`src/rtl/alu_issue_stage_pkg.sv`:
```
// Shared types for the DLX ID/EX issue stage (the myTypes definitions).
//   aluoptype     : ALU operation encoding; OP_NOP is the side-effect-free bubble op.
//   ex_ctrl_t     : control bundle captured into the EX stage.
//   EX_CTRL_BUBBLE: control value loaded when a bubble is inserted.
package alu_issue_stage_pkg;

  localparam int unsigned NBIT_DEF      = 32;
  localparam int unsigned NREG_ADDR_DEF = 5;
  localparam int unsigned ALU_OP_W      = 4;

  typedef enum logic [ALU_OP_W-1:0] {
    OP_NOP = 4'd0,
    OP_ADD = 4'd1,
    OP_SUB = 4'd2,
    OP_AND = 4'd3,
    OP_OR  = 4'd4,
    OP_XOR = 4'd5,
    OP_SLL = 4'd6,
    OP_SRL = 4'd7,
    OP_SRA = 4'd8,
    OP_SLT = 4'd9,
    OP_SGT = 4'd10,
    OP_SLE = 4'd11,
    OP_SGE = 4'd12,
    OP_SEQ = 4'd13,
    OP_SNE = 4'd14
  } aluoptype;

  typedef struct packed {
    aluoptype                 alu_op;
    logic [NREG_ADDR_DEF-1:0] rd_addr;
    logic                     rd_we;
    logic                     is_load;
    logic                     sel_imm;
  } ex_ctrl_t;

  localparam ex_ctrl_t EX_CTRL_BUBBLE = '{
    alu_op:  OP_NOP,
    rd_addr: '0,
    rd_we:   1'b0,
    is_load: 1'b0,
    sel_imm: 1'b0
  };

endpackage

```
`src/rtl/alu_issue_stage_fwd_mux.sv`:
```
// Operand forwarding mux for one ALU source.
//   src_addr/reg_data       : source register index and its registered value.
//   exmem_* / memwb_*       : forwarding tuples (rd_addr, rd_we, result).
//   fwd_data_c              : forwarded operand (combinational).
// EX/MEM wins over MEM/WB; r0 is never forwarded.
module alu_fwd_mux #(
  parameter int unsigned NBIT      = 32,
  parameter int unsigned NREG_ADDR = 5
) (
  input  logic [NREG_ADDR-1:0] src_addr,
  input  logic [NBIT-1:0]      reg_data,
  input  logic [NREG_ADDR-1:0] exmem_rd_addr,
  input  logic                 exmem_rd_we,
  input  logic [NBIT-1:0]      exmem_result,
  input  logic [NREG_ADDR-1:0] memwb_rd_addr,
  input  logic                 memwb_rd_we,
  input  logic [NBIT-1:0]      memwb_result,
  output logic [NBIT-1:0]      fwd_data_c
);

  logic src_nonzero;
  logic hit_exmem;
  logic hit_memwb;

  assign src_nonzero = (src_addr != '0);
  assign hit_exmem   = exmem_rd_we && (exmem_rd_addr == src_addr) && src_nonzero;
  assign hit_memwb   = memwb_rd_we && (memwb_rd_addr == src_addr) && src_nonzero;

  // Priority select: youngest producer first.
  always_comb begin
    fwd_data_c = reg_data;
    if (hit_exmem) begin
      fwd_data_c = exmem_result;
    end else if (hit_memwb) begin
      fwd_data_c = memwb_result;
    end
  end

endmodule

```
`src/rtl/alu_issue_stage.sv`:
```
// ID/EX pipeline register feeding the ALU, with RAW forwarding and
// load-use hazard detection.
//   Inputs : id_* decoded instruction, exmem_*/memwb_* forwarding sources,
//            stall_in (hold), flush (squash to bubble).
//   Outputs: id_stall (load-use, combinational), ex_valid, alu_op,
//            alu_in_a/alu_in_b (combinational, forwarded), ex_rd_addr,
//            ex_rd_we, ex_is_load.
// NREG_ADDR must equal the package register-address width used in ex_ctrl_t.
module alu_issue_stage
  import alu_issue_stage_pkg::*;
#(
  parameter int unsigned NBIT      = NBIT_DEF,
  parameter int unsigned NREG_ADDR = NREG_ADDR_DEF
) (
  input  logic                 clk,
  input  logic                 rst_n,
  input  logic                 id_valid,
  input  aluoptype             id_alu_op,
  input  logic [NREG_ADDR-1:0] id_rs1_addr,
  input  logic [NREG_ADDR-1:0] id_rs2_addr,
  input  logic [NBIT-1:0]      id_rs1_data,
  input  logic [NBIT-1:0]      id_rs2_data,
  input  logic [NBIT-1:0]      id_imm,
  input  logic                 id_sel_imm,
  input  logic [NREG_ADDR-1:0] id_rd_addr,
  input  logic                 id_rd_we,
  input  logic                 id_is_load,
  input  logic [NREG_ADDR-1:0] exmem_rd_addr,
  input  logic                 exmem_rd_we,
  input  logic [NBIT-1:0]      exmem_result,
  input  logic [NREG_ADDR-1:0] memwb_rd_addr,
  input  logic                 memwb_rd_we,
  input  logic [NBIT-1:0]      memwb_result,
  input  logic                 stall_in,
  input  logic                 flush,
  output logic                 id_stall,
  output logic                 ex_valid,
  output aluoptype             alu_op,
  output logic [NBIT-1:0]      alu_in_a,
  output logic [NBIT-1:0]      alu_in_b,
  output logic [NREG_ADDR-1:0] ex_rd_addr,
  output logic                 ex_rd_we,
  output logic                 ex_is_load
);

  logic                 valid_q,    valid_d;
  ex_ctrl_t             ctrl_q,     ctrl_d;
  logic [NREG_ADDR-1:0] rs1_addr_q, rs1_addr_d;
  logic [NREG_ADDR-1:0] rs2_addr_q, rs2_addr_d;
  logic [NBIT-1:0]      rs1_data_q, rs1_data_d;
  logic [NBIT-1:0]      rs2_data_q, rs2_data_d;
  logic [NBIT-1:0]      imm_q,      imm_d;

  logic [NBIT-1:0]      fwd_a;
  logic [NBIT-1:0]      fwd_b;
  logic [NREG_ADDR-1:0] ex_rd;
  logic                 load_use;

  // Forwarded operand for source A.
  alu_fwd_mux #(.NBIT(NBIT), .NREG_ADDR(NREG_ADDR)) u_fwd_a (
    .src_addr      (rs1_addr_q),
    .reg_data      (rs1_data_q),
    .exmem_rd_addr (exmem_rd_addr),
    .exmem_rd_we   (exmem_rd_we),
    .exmem_result  (exmem_result),
    .memwb_rd_addr (memwb_rd_addr),
    .memwb_rd_we   (memwb_rd_we),
    .memwb_result  (memwb_result),
    .fwd_data_c    (fwd_a)
  );

  // Forwarded register operand for source B (before the immediate select).
  alu_fwd_mux #(.NBIT(NBIT), .NREG_ADDR(NREG_ADDR)) u_fwd_b (
    .src_addr      (rs2_addr_q),
    .reg_data      (rs2_data_q),
    .exmem_rd_addr (exmem_rd_addr),
    .exmem_rd_we   (exmem_rd_we),
    .exmem_result  (exmem_result),
    .memwb_rd_addr (memwb_rd_addr),
    .memwb_rd_we   (memwb_rd_we),
    .memwb_result  (memwb_result),
    .fwd_data_c    (fwd_b)
  );

  assign ex_rd = NREG_ADDR'(ctrl_q.rd_addr);

  // Load-use: the EX load's result is not forwardable until MEM, so the
  // dependent instruction waits one cycle. rs2 only counts when it is used.
  assign load_use = id_valid && valid_q && ctrl_q.is_load && (ex_rd != '0) &&
                    ((ex_rd == id_rs1_addr) ||
                     ((ex_rd == id_rs2_addr) && !id_sel_imm));

  assign id_stall = load_use && !flush;

  // Next-state: flush > stall_in (hold + operand refresh) > load-use bubble > load.
  always_comb begin
    valid_d    = valid_q;
    ctrl_d     = ctrl_q;
    rs1_addr_d = rs1_addr_q;
    rs2_addr_d = rs2_addr_q;
    rs1_data_d = rs1_data_q;
    rs2_data_d = rs2_data_q;
    imm_d      = imm_q;
    if (flush) begin
      valid_d = 1'b0;
      ctrl_d  = EX_CTRL_BUBBLE;
    end else if (stall_in) begin
      // Latch forwarded values so operands outlive their producers retiring.
      rs1_data_d = fwd_a;
      rs2_data_d = fwd_b;
    end else if (load_use) begin
      valid_d = 1'b0;
      ctrl_d  = EX_CTRL_BUBBLE;
    end else begin
      valid_d        = id_valid;
      ctrl_d.alu_op  = id_alu_op;
      ctrl_d.rd_addr = NREG_ADDR_DEF'(id_rd_addr);
      ctrl_d.rd_we   = id_rd_we && id_valid;
      ctrl_d.is_load = id_is_load && id_valid;
      ctrl_d.sel_imm = id_sel_imm;
      rs1_addr_d     = id_rs1_addr;
      rs2_addr_d     = id_rs2_addr;
      rs1_data_d     = id_rs1_data;
      rs2_data_d     = id_rs2_data;
      imm_d          = id_imm;
    end
  end

  // EX stage registers.
  always_ff @(posedge clk or negedge rst_n) begin
    if (!rst_n) begin
      valid_q    <= 1'b0;
      ctrl_q     <= EX_CTRL_BUBBLE;
      rs1_addr_q <= '0;
      rs2_addr_q <= '0;
      rs1_data_q <= '0;
      rs2_data_q <= '0;
      imm_q      <= '0;
    end else begin
      valid_q    <= valid_d;
      ctrl_q     <= ctrl_d;
      rs1_addr_q <= rs1_addr_d;
      rs2_addr_q <= rs2_addr_d;
      rs1_data_q <= rs1_data_d;
      rs2_data_q <= rs2_data_d;
      imm_q      <= imm_d;
    end
  end

  assign ex_valid   = valid_q;
  assign alu_op     = ctrl_q.alu_op;
  assign ex_rd_addr = ex_rd;
  assign ex_rd_we   = ctrl_q.rd_we;
  assign ex_is_load = ctrl_q.is_load;
  assign alu_in_a   = fwd_a;
  assign alu_in_b   = ctrl_q.sel_imm ? imm_q : fwd_b;

endmodule

```
`config.mk`:
```
export PLATFORM = sky130hd
export DESIGN_NAME = alu_issue_stage
export DESIGN_NICKNAME = d
export VERILOG_FILES = /design/src/rtl/alu_issue_stage_pkg.sv /design/src/rtl/alu_issue_stage_fwd_mux.sv /design/src/rtl/alu_issue_stage.sv
export SDC_FILE = /design/constraint.sdc
export NUM_CORES = 1
export LEC_CHECK = 0
export BUFFER_PORTS_ARGS = -buffer_cell sky130_fd_sc_hd__buf_2
export CAP_MARGIN = 20
export CORE_ASPECT_RATIO = 0.75
export CORE_MARGIN = 1.5
export CORE_UTILIZATION = 52
export CTS_CLUSTER_SIZE = 12
export DETAILED_ROUTE_END_ITERATION = 8
export PLACE_DENSITY = 0.82
export SLEW_MARGIN = 20
export SYNTH_ARGS = -nofsm -noshare
export SYNTH_HDL_FRONTEND = slang
export SYNTH_SLANG_ARGS = --single-unit
```
`constraint.sdc`:
```
create_clock -name clk -period 2.55 [get_ports clk]
set_clock_uncertainty 0.2 [all_clocks]
set_input_delay 0.1275 -clock clk [delete_from_list [all_inputs] [get_ports clk]]
set_output_delay 0.1275 -clock clk [all_outputs]
set_load 0.05 [all_outputs]
```
==> summary.txt, run 1 <==
Status: stopped before the end
Exit stage: global routing (5_1_grt)
Err: [ERROR GRT-0232] Routing congestion too high. Check the congestion heatmap in the GUI.
H-tree depth: 4
Total gr overflow: 905
Number of synthesized flops with an enable pin: 0
Chip Width: 147.5 um
Seq/Total Area, Yosys: 0.3658
Initial core utilization: 0.5331
Post-synth top flop: dfrtp_1
PortBufs: 275
Global-route usage over all layers: 0.9625
Post-synth ARST share: 1.000
Row count: 39
Mean Syn Cell Area: 9.669 um^2
Mapped Cells: 842
Placed instance area: 10130 um^2
DIE HEIGHT: 111.4 um
Net Count, Synth: 1041
Total clock sinks: 119
Worst EP Category: output port
Max clock buf depth: 2
Post-DP HPWL: 23320 um
Placer Congestion: 1.008
Largest net degree at the start of global routing: 65
Syn Std Cell Area: 8142 um^2
Clock buffer count from CTS: 17
Ports: 276
FF+latch count, synth: 119
Last worst endpoint in the global-route repair_timing: alu_in_b[9]
YS warnings: 0
Synth cell types: 55
CTS Root Cell: clkbuf_16
==> per-layer routing <==
layer	overflow	track usage
met5	4	0.4265
met2	550	1.148
met4	326	1.146
met1	12	0.8876
met3	13	0.7971
==> stage by stage <==
stage          hold WS, ns  std cells  setup slack (ns)  setup TNS, ns
3_3_place_gp       0.02998       1301          -0.03839       -0.06319
4_1_cts          0.0005025       1529           -0.4256         -22.02
2_1_floorplan      -0.3681        842           0.01053              0
3_5_place_dp       0.03009       1301          -0.06678        -0.2124
==> synth_stat cells (13+ instances only) <==
library cell / count / area [um^2]
a221o_1: 22 / 220.2
clkbuf_1: 38 / 142.6
nor3_1: 29 / 145.1
buf_4: 15 / 112.6
nand3_1: 33 / 165.2
and3_1: 37 / 231.5
o311ai_1: 26 / 227.7
inv_1: 69 / 259.0
buf_2: 24 / 120.1
o31a_1: 26 / 227.7
a21o_1: 28 / 210.2
mux2_2: 42 / 473.0
o221ai_1: 28 / 245.2
buf_6: 13 / 146.4
nand3b_1: 28 / 210.2
dfrtp_1: 119 / 2978
o21ai_2: 22 / 192.7
nand2_1: 13 / 48.80
a311oi_1: 50 / 437.9
xnor2_1: 22 / 192.7
a21oi_1: 36 / 180.2
==> cell families after synthesis <==
logic type	share of synthesized area
simple gates	0.1196
flops	0.3658
xor+xnor	0.03227
buf+inv	0.09774
compound gates	0.3266
mux	0.05809
==> what timing repair did <==
action	in CTS
gates cloned	13
pin swaps	41
hold endpoints to repair	166
endpoints found under the setup margin	64
hold buffers	158
buffers inserted	26
resized for setup	251
==> run 2, diff against run 1 <==
--- a/config.mk
+++ b/config.mk
@@ -7,12 +7,10 @@
 export LEC_CHECK = 0
 export BUFFER_PORTS_ARGS = -buffer_cell sky130_fd_sc_hd__buf_2
 export CAP_MARGIN = 20
-export CORE_ASPECT_RATIO = 0.75
 export CORE_MARGIN = 1.5
-export CORE_UTILIZATION = 52
-export CTS_CLUSTER_SIZE = 12
+export CORE_UTILIZATION = 40
 export DETAILED_ROUTE_END_ITERATION = 8
-export PLACE_DENSITY = 0.82
+export PLACE_DENSITY_LB_ADDON = 0.15
 export SLEW_MARGIN = 20
 export SYNTH_ARGS = -nofsm -noshare
 export SYNTH_HDL_FRONTEND = slang
==> summary.txt, run 2 <==
Setup TNS: -26.00 ns
Initial core utilization: 0.4050
Crit-path max FO: 8
Core area: 20100 um^2
Top-count cell post-synth: dfrtp_1
DIE AREA: 21220 um^2
Peak VDD IR: 0.0005251 V
CTS Root Cell: clkbuf_16
Mapped Cells: 842
Placed instance count: 1365
Global-route usage over all layers: 0.3459
Clock Pin Slew Worst Setup and Hold Paths: 0.06 ns
CP Capture Type: output pin
Number of synthesized flops with an enable pin: 0
Largest family of logic cells by synthesized area: compound AO/OA/AOI/OAI gates
Wire per inst: 23.98 um
Worst setup SP type: flip-flop
Chip Width: 145.7 um
WP buf/inv: 4
Syn Std Cell Area: 8142 um^2
Placer Congestion: 0.9263
RSZ-0062 raised after global routing: yes
Crit-path max cell delay: 0.59 ns
Minimum clock period after layout: 3.012 ns
Ports: 276
Area leader, netlist: dfrtp_1
Kind of critical path: reg2out
Vias in the first global route: 9855
Most frequent cells in the layout: 210 x buf_2, 153 x dlygate4sd3_1, 117 x dfrtp_1, 75 x buf_4, 68 x buf_6
Final setup vio count: 92
Seq/Total Area, Yosys: 0.3658
Fmax: 332.1 MHz
DIE HEIGHT: 145.7 um
Final net count: 1526
Final worst-path cycle share: 1.181
DRC Markers: 0
Final Hold Fails: 0
Logic pwr share: 0.470
Row count: 52
Post-synth top area share: 0.3658
Multi-input logic area: 5318 um^2
Critical Path Most Common Cell: buf_12
H-tree depth: 4
Register area: 2980 um^2
Final worst slack: -0.4616 ns
Power density over the cells: 602.9 nW/um^2
Via/cell ratio: 6.137
Int Pwr: 5351 uW
Total gr overflow: 0
Mux share of post-synthesis cell area: 0.05809
Status: finished, violations left
Clock Power Share: 0.266
Crit-path cells: or4_4 -> o211a_4 -> buf_12 -> buf_16 -> buf_12 -> a21oi_4 -> o31a_1 -> buf_6
PortBufs: 275
Filler cells: 1458
Worst hold path class: in2reg
Max-Cap Viols: 0
FF+latch count, synth: 119
Largest net degree at the start of global routing: 66
Initial detailed-routing violation count: 1028
Slew of the pin with the lowest slew margin: 0.5579 ns
Vias: 9874
Sequential group share of total power: 0.264
Data required time of the critical path: 2.22 ns
Final Max Tran Viols: 0
Synth Area in Adders: 0
Post-DRT Antenna Nets: 0
Static Leak: 0.006239 uW
Simple-gate share of the synthesized area: 0.1196
Sw Share: 0.3843
Post-Synth XOR/XNOR Area: 0.03227
Top cells by count, synth: 119 x dfrtp_1, 69 x inv_1, 50 x a311oi_1, 42 x mux2_2, 38 x clkbuf_1
Mean Syn Cell Area: 9.669 um^2
Drt first pass iters: 6
Synth Area in Compound Gates: 0.3266
Data arrival, critical path: 2.68 ns
Slowest CP cell: or4_4
First-pass GRT wire length: 56540 um
CTS tree: done
Biggest regs: imm_q (32), rs1_data_q (32), rs2_data_q (32)
Initial antenna violation count: 1
Max clock buf depth: 2
Clock Latency Late Sink: 0.43 ns
Area Overhead vs Synth: 77.03%
Layout cells sized above 1: 0.4753
Clock buffer count from CTS: 17
Utilization after layout: 0.7169
Total clock sinks: 119
Hold Crit Depth: 4
R2r worst-path depth: 9
YS warnings: 0
Top delay family on crit path: compound AO/OA/AOI/OAI gates
Net Count, Synth: 1041
Failing checks: setup timing
Top cells by area, synth: dfrtp_1 37%, mux2_2 5.8%, a311oi_1 5.4%, inv_1 3.2%, o221ai_1 3.0%
Synth cell types: 55
Final Instance Count excl. Fillers: 1609
Stages on the worst setup path: 8
Max-slew headroom: 0.6280
Post-synth top flop: dfrtp_1
WL final: 38590 um
Switching pwr: 3339 uW
Commonest non-fill, non-tap cell in the layout: buf_2
Post-DP HPWL: 23110 um
Post-synth ARST share: 1.000
run 2: cell counts after synthesis:
Identical to the previous run, type by type.
run 2: per-stage QoR:
stage                     cell area, um^2  setup WS (ns)  total power, uW  hold WS [ns]
after floorplan                      8224        0.01053             4269       -0.3681
after global placement              10340       -0.08606             5277      -0.07197
final                               14410        -0.4616             8690       0.01010
after CTS                           13810        -0.4271             8465     0.0001181
after detailed placement            10340       -0.07882             5302      -0.06964
after global routing                14410        -0.4826             8959       0.01956
run 2: worst min-delay path, delay by kind of cell:
family                 cells  cell delay, ns
and+or+nand+nor            1            0.19
buffers and inverters      1            0.13
AOI/OAI and AO/OA          2            0.15
run 2: layout make-up:
cell class,count,share of cell area
inverter,70,0.01823
clock inverter,8,0.005209
antenna,1,0.0001736
clock buffer,22,0.03290
tap,270,0.02344
multi-input combinational,563,0.3690
sequential,119,0.2068
timing repair buffer,556,0.3443
run 2: per-layer routing:
layer | routed length, um | GRT usage
met5 | 0 | 0
met4 | 1898 | 0.1929
met3 | 3263 | 0.07304
met2 | 17720 | 0.5231
met1 | 15700 | 0.4612
run 2: final timing paths:
path                                        from              to  slack, ns
worst max-delay path               rs1_addr_q[4]    alu_in_a[24]      -0.46
worst min-delay path            memwb_result[16]  rs1_data_q[16]       0.01
worst max register to register     rs2_addr_q[1]  rs2_data_q[25]      -0.15
worst min register to register         alu_op[3]       alu_op[3]       0.30
max in group asynchronous                  rst_n  rs2_data_q[25]       1.30
min in group asynchronous                  rst_n   ex_rd_addr[4]       0.03
run 2: what timing repair did:
item                                   4_1_cts  5_1_grt
endpoints found under the hold margin      187        0
hold buffers                               153        0
setup endpoints to repair                   65      116
buffers inserted                            27       23
pin swaps                                   55       32
gates resized for setup                    225       62
cloned                                      11        7
run 2: logic make-up after synthesis:
group,Yosys count
AND/OR/NAND/NOR,165
AO/OA/AOI/OAI,323
XOR/XNOR,30
multiplexers,42
flip-flops,119
buffers and inverters,163
run 2: power groups by stage:
stage / clock network [uW] / registers [uW] / logic, uW
after detailed placement: 0 / 2310 / 2990
after global routing: 2400 / 2320 / 4240
after CTS: 2330 / 2290 / 3850
after floorplan: 0 / 2300 / 1970
after global placement: 0 / 2300 / 2970
final: 2310 / 2300 / 4080
Power figures use the tool's default switching activity.
